===== src/rtl/gen_sched.sv =====
// gen_sched: round-robin scheduler over four result generators.
// Each selected generator gets a one-cycle enable pulse. Its result is then
// captured and held on out_data for HOLD_CYCLES cycles before the scheduler
// moves on to the next generator in gen_mask.
// Optional feature: define GEN_SCHED_TIMEOUT_EN to bound the wait for a
// result to TIMEOUT cycles. On expiry the sticky err flag is set.
//
// state  | meaning
// IDLE   | not scheduling, waiting for start with a non-empty gen_mask
// ENABLE | one-cycle enable pulse to generator cur
// WAIT   | waiting for gen_valid[cur] (bounded when the timeout is enabled)
// HOLD   | result on out_data, dwelling HOLD_CYCLES cycles
module gen_sched #(
    parameter int HOLD_CYCLES = 10,
    parameter int TIMEOUT     = 255
) (
    input  logic        clk,
    input  logic        rst,
    input  logic        start,
    input  logic        stop,
    input  logic [3:0]  gen_mask,
    input  logic [3:0]  gen_valid,
    input  logic [63:0] gen_data,
    output logic [3:0]  gen_en,
    output logic [15:0] out_data,
    output logic        out_valid,
    output logic [1:0]  out_sel,
    output logic        busy,
    output logic        err
);

    typedef enum logic [1:0] {IDLE, ENABLE, WAIT, HOLD} state_t;

    // A zero dwell would skip HOLD entirely, so it is promoted to one cycle.
    localparam int HOLD_EFF = (HOLD_CYCLES < 1) ? 1 : HOLD_CYCLES;
    localparam int HW       = (HOLD_EFF > 1) ? $clog2(HOLD_EFF) : 1;
    localparam logic [HW-1:0] HOLD_LOAD = HW'(HOLD_EFF - 1);

    state_t        state, state_nx;
    logic [1:0]    cur, cur_nx;
    logic [HW-1:0] hold_cnt, hold_nx;
    logic [15:0]   data_nx;
    logic          valid_nx;
    logic [1:0]    adv_cur;
    state_t        adv_state;

`ifdef GEN_SCHED_TIMEOUT_EN
    localparam int TO_EFF = (TIMEOUT < 1) ? 1 : TIMEOUT;
    localparam int TW     = (TO_EFF > 1) ? $clog2(TO_EFF) : 1;
    localparam logic [TW-1:0] TO_LOAD = TW'(TO_EFF - 1);

    logic [TW-1:0] to_cnt, to_nx;
    logic          err_q, err_nx;
`endif

    function automatic logic [1:0] lowest_bit(input logic [3:0] m);
        if (m[0])      return 2'd0;
        else if (m[1]) return 2'd1;
        else if (m[2]) return 2'd2;
        else           return 2'd3;
    endfunction

    // Nearest set bit above c, wrapping; c itself when no other bit is set.
    function automatic logic [1:0] next_bit(input logic [3:0] m, input logic [1:0] c);
        logic [1:0] idx;
        logic [1:0] res;
        res = c;
        for (int k = 3; k >= 1; k--) begin
            idx = c + 2'(k);
            if (m[idx]) res = idx;
        end
        return res;
    endfunction

    // Next-state and next-register values; stop overrides everything else.
    always_comb begin
        state_nx  = state;
        cur_nx    = cur;
        hold_nx   = hold_cnt;
        data_nx   = out_data;
        valid_nx  = 1'b0;
        adv_cur   = next_bit(gen_mask, cur);
        adv_state = (gen_mask == 4'b0000) ? IDLE : ENABLE;
`ifdef GEN_SCHED_TIMEOUT_EN
        to_nx     = to_cnt;
        err_nx    = err_q;
`endif
        case (state)
            IDLE: begin
                if (start && (gen_mask != 4'b0000)) begin
                    state_nx = ENABLE;
                    cur_nx   = lowest_bit(gen_mask);
                end
            end
            ENABLE: begin
                state_nx = WAIT;
`ifdef GEN_SCHED_TIMEOUT_EN
                to_nx    = TO_LOAD;
`endif
            end
            WAIT: begin
                if (gen_valid[cur]) begin
                    data_nx  = gen_data[{cur, 4'b0000} +: 16];
                    valid_nx = 1'b1;
                    hold_nx  = HOLD_LOAD;
                    state_nx = HOLD;
                end
`ifdef GEN_SCHED_TIMEOUT_EN
                else if (to_cnt == '0) begin
                    err_nx   = 1'b1;
                    cur_nx   = adv_cur;
                    state_nx = adv_state;
                end else begin
                    to_nx = to_cnt - TW'(1);
                end
`endif
            end
            HOLD: begin
                if (hold_cnt == '0) begin
                    cur_nx   = adv_cur;
                    state_nx = adv_state;
                end else begin
                    hold_nx = hold_cnt - HW'(1);
                end
            end
            default: state_nx = IDLE;
        endcase
        if (stop) begin
            state_nx = IDLE;
            cur_nx   = cur;
            data_nx  = out_data;
            valid_nx = 1'b0;
`ifdef GEN_SCHED_TIMEOUT_EN
            err_nx   = err_q;
`endif
        end
    end

    // State and datapath registers.
    always_ff @(posedge clk or negedge rst) begin
        if (!rst) begin
            state     <= IDLE;
            cur       <= 2'd0;
            hold_cnt  <= '0;
            out_data  <= 16'h0000;
            out_valid <= 1'b0;
`ifdef GEN_SCHED_TIMEOUT_EN
            to_cnt    <= '0;
            err_q     <= 1'b0;
`endif
        end else begin
            state     <= state_nx;
            cur       <= cur_nx;
            hold_cnt  <= hold_nx;
            out_data  <= data_nx;
            out_valid <= valid_nx;
`ifdef GEN_SCHED_TIMEOUT_EN
            to_cnt    <= to_nx;
            err_q     <= err_nx;
`endif
        end
    end

    assign gen_en  = (state == ENABLE) ? (4'b0001 << cur) : 4'b0000;
    assign out_sel = cur;
    assign busy    = (state != IDLE);

`ifdef GEN_SCHED_TIMEOUT_EN
    assign err = err_q;
`else
    assign err = 1'b0;
`endif

endmodule


===== config.mk =====
export PLATFORM = sky130hd
export DESIGN_NAME = gen_sched
export DESIGN_NICKNAME = d
export VERILOG_FILES = /design/src/rtl/gen_sched.sv
export SDC_FILE = /design/constraint.sdc
export NUM_CORES = 1
export LEC_CHECK = 0
export BUFFER_PORTS_ARGS = -buffer_cell sky130_fd_sc_hd__buf_2
export CORE_AREA = 2 2 72 67
export DETAILED_ROUTE_END_ITERATION = 12
export DIE_AREA = 0 0 74 69
export PLACE_DENSITY = 0.78
export SYNTH_ARGS = -nofsm -noshare
export SYNTH_HDL_FRONTEND = slang
export SYNTH_SLANG_ARGS = --single-unit

===== constraint.sdc =====
create_clock -name clk -period 2.93 [get_ports clk]
set_input_delay 0.586 -clock clk [delete_from_list [all_inputs] [get_ports clk]]
set_output_delay 0.586 -clock clk [all_outputs]
set_load 0.01 [all_outputs]

==> qor.txt <==
arrival time at the worst endpoint: 1.64 ns
RR Startpoint: out_sel[0]
TritonCTS clock tree: yes
total gr overflow: 0
drc violations: 0
Buffers on Ports: 99
Worst path max stage delay: 0.74 ns
H-tree depth: 1
Via Count: 1645
Initial Utilization: 43.3%
die area: 5110 µm²
number of flops mapped to enable cells by yosys: 0
R2R Path End: out_data[7]
outcome: completed
Unique masters post-synth: 48
Initial DRC Count: 62
Multi-input gate area: 1160 µm²
nets@finish: 334
Area Growth Syn to Fin: 31.5%
crit-path cells: inv_1 -> ha_1 -> and2_1 -> buf_2
Hold Buf Count CTS: 0
flops & latches, synth: 25
min Tclk post-route: 2.23 ns
CP max FO: 17
Tightest Pin Transition: 0.603 ns
flop2flop setup slack: 0.76 ns
VDD IR max: 336 µV
leading area contributor after synthesis: dfrtp_1
IO Pins: 101
post-CTS sizing: 0
setup violators final: 0
Clock Skew: 0.00704 ns
RePlAce Congestion: 0.766
post-CTS setup buffer count: 0
Total GRT Usage: 18.5%
TritonRoute pass-1 iters: 5
ys async rst share: 100%
max_slew headroom: 59.8%
clock tree buffer depth: 2
Hold Vio Cnt, Final: 0
Clock Root Buffer: clkbuf_8
hpwl dp: 3.79 mm
row count: 23
Lkg Pwr: 1.23 nW
largest net degree at the start of global routing: 26
Syn Std Cell Area: 1880 µm²
Worst-path clk slew: 0.09 ns
WP data required: 2.34 ns
DRT antenna net count: 0
Core ar.: 4350 µm²
total CTS buffers: 3
initial antenna violation count: 0
die height: 69 µm
synth top area cells: dfrtp_1 33%, mux4_2 22%, ha_1 6.6%, mux2_1 6.6%, mux2_2 3.0%
clock sink count: 25
post-synthesis net count: 235
setup TNS: 0 ns
unrepaired setup endpoints after global routing: no
Chip Width: 74 µm
worst r2r path cells: 3
average vias per placed instance: 5.32
FF/Latch Area: 626 µm²
share of cells above drive strength 1: 55.5%
FILL cells: 362
vias in the first global route: 1736
Yosys top cell area share: 33.2%
fmax: 0.449 GHz
total power: 1.94 mW
Setup crit start kind: flip-flop
routed len/inst: 15.2 µm
sequential fraction of the synthesis area: 33.2%
pwr dens: 785 nW/µm²
slowest CP cell: dfrtp_1
first-pass GRT wire length: 7.60 mm
critical path class: flip-flop to output pin
HP Class: primary input to async pin
Skew-Pair Late Insertion Delay: 0.27 ns
Avg Synthesized Cell Area: 12.6 µm²
Top FF cell, synth: dfrtp_1
Mapped Cells: 149
Total Wirelength: 4.69 mm
CP endpoint kind: output pin
Syn. warnings: 0
n_diodes: 0
Max Cap Viol: 0
fin crit share: 76.0%
max-slew violations: 0
-- critical path: cells and delay by family (launching register included) --
kind	cells	cell delay (ns)
buffers and inverters	2	0.27
adder cells (fa/ha/maj)	1	0.22
flip-flops	1	0.74
AND/OR/NAND/NOR	1	0.14
-- cell type report --
class / instances / share of cell area (%)
tap: 62 / 3.13
multi-input combinational: 105 / 47.0
inverter: 11 / 1.67
timing repair buffer: 102 / 20.9
sequential: 25 / 25.3
clock buffer: 3 / 1.67
clock inverter: 1 / 0.303
-- state kept, by name (all words and copies together) (netlist names) --
register / count
out_data: 16
out_sel: 2
state: 2
hold_cnt: 4
out_valid: 1
-- power by group --
part | total (mW) | internal (mW) | switching (mW)
sequential | 0.610 | 0.490 | 0.120
clock | 0.209 | 0.0964 | 0.113
combinational | 1.12 | 0.588 | 0.536
total | 1.94 | 1.17 | 0.768
-- cell usage after synthesis, types with 2 or more instances --
library cell,n
mux4_2,18
nand3_1,3
a22o_1,2
and2_1,6
a21oi_1,4
nor2b_1,2
dfrtp_1,25
mux2_1,11
inv_1,10
mux2_2,5
ha_1,10
o21ai_0,2
mux2i_1,5
nor3_1,4
nor2_1,3
buf_1,2
buf_2,2
o41ai_1,2
nand2_1,2
o22ai_1,2
buf_6,2
-- metal layers --
metal | global-route usage (%) | up-vias | part of all wire [%]
met5 | 0 | - | 0
met4 | 4.04 | 0 | 0.77
met3 | 4.39 | 4 | 9.1
met2 | 34.7 | 79 | 53
met1 | 20.6 | 791 | 37
li1 | - | 771 | -
-- per-stage QoR --
step / instance area, µm² / instances / setup WS, ns / util [%] / hold slack (ns)
finish: 2470 / 309 / 0.703 / 57.0 / 0.295
global route: 2470 / 309 / 0.546 / 57.0 / 0.339
CTS: 2470 / 309 / 0.677 / 57.0 / 0.311
detailed placement: 2430 / 305 / 0.774 / 55.8 / 0.478
global placement: 2430 / 305 / 0.807 / 55.8 / 0.469
floorplan: 1880 / 149 / 0.811 / - / 0.290
-- cells in the final DEF (no fill, tap or decap), types with 2 or more instances in the layout --
cell type,count
o41ai_1,2
nor2_1,3
ha_1,10
a22o_1,2
mux4_2,18
buf_2,99
mux2i_1,5
nand2_1,2
nand3_1,3
clkbuf_8,3
and2_1,6
o22ai_1,2
buf_4,3
dfrtp_1,25
a21oi_1,4
nor3_1,4
inv_1,10
mux2_1,11
o21ai_0,2
mux2_2,5
nor2b_1,2
-- worst max path at each step --
stage	startpoint	endpoint	cells past startpoint
global route	out_sel[0]	gen_en[0]	4
finish	out_sel[0]	gen_en[2]	4
CTS	out_sel[0]	gen_en[2]	4
global placement	out_sel[0]	out_data[7]	3
floorplan	out_sel[1]	out_sel[0]	7
detailed placement	out_sel[0]	out_data[2]	3
-- logic make-up after synthesis --
| kind of cell | share of synthesized area [%] |
|---|---|
| compound gates | 10.2 |
| simple gates | 10.2 |
| fa+ha+maj | 6.65 |
| flops | 33.2 |
| other cells | 0.199 |
| mux | 34.6 |
| buf+inv | 4.92 |
(Power assumes the default switching activity.)
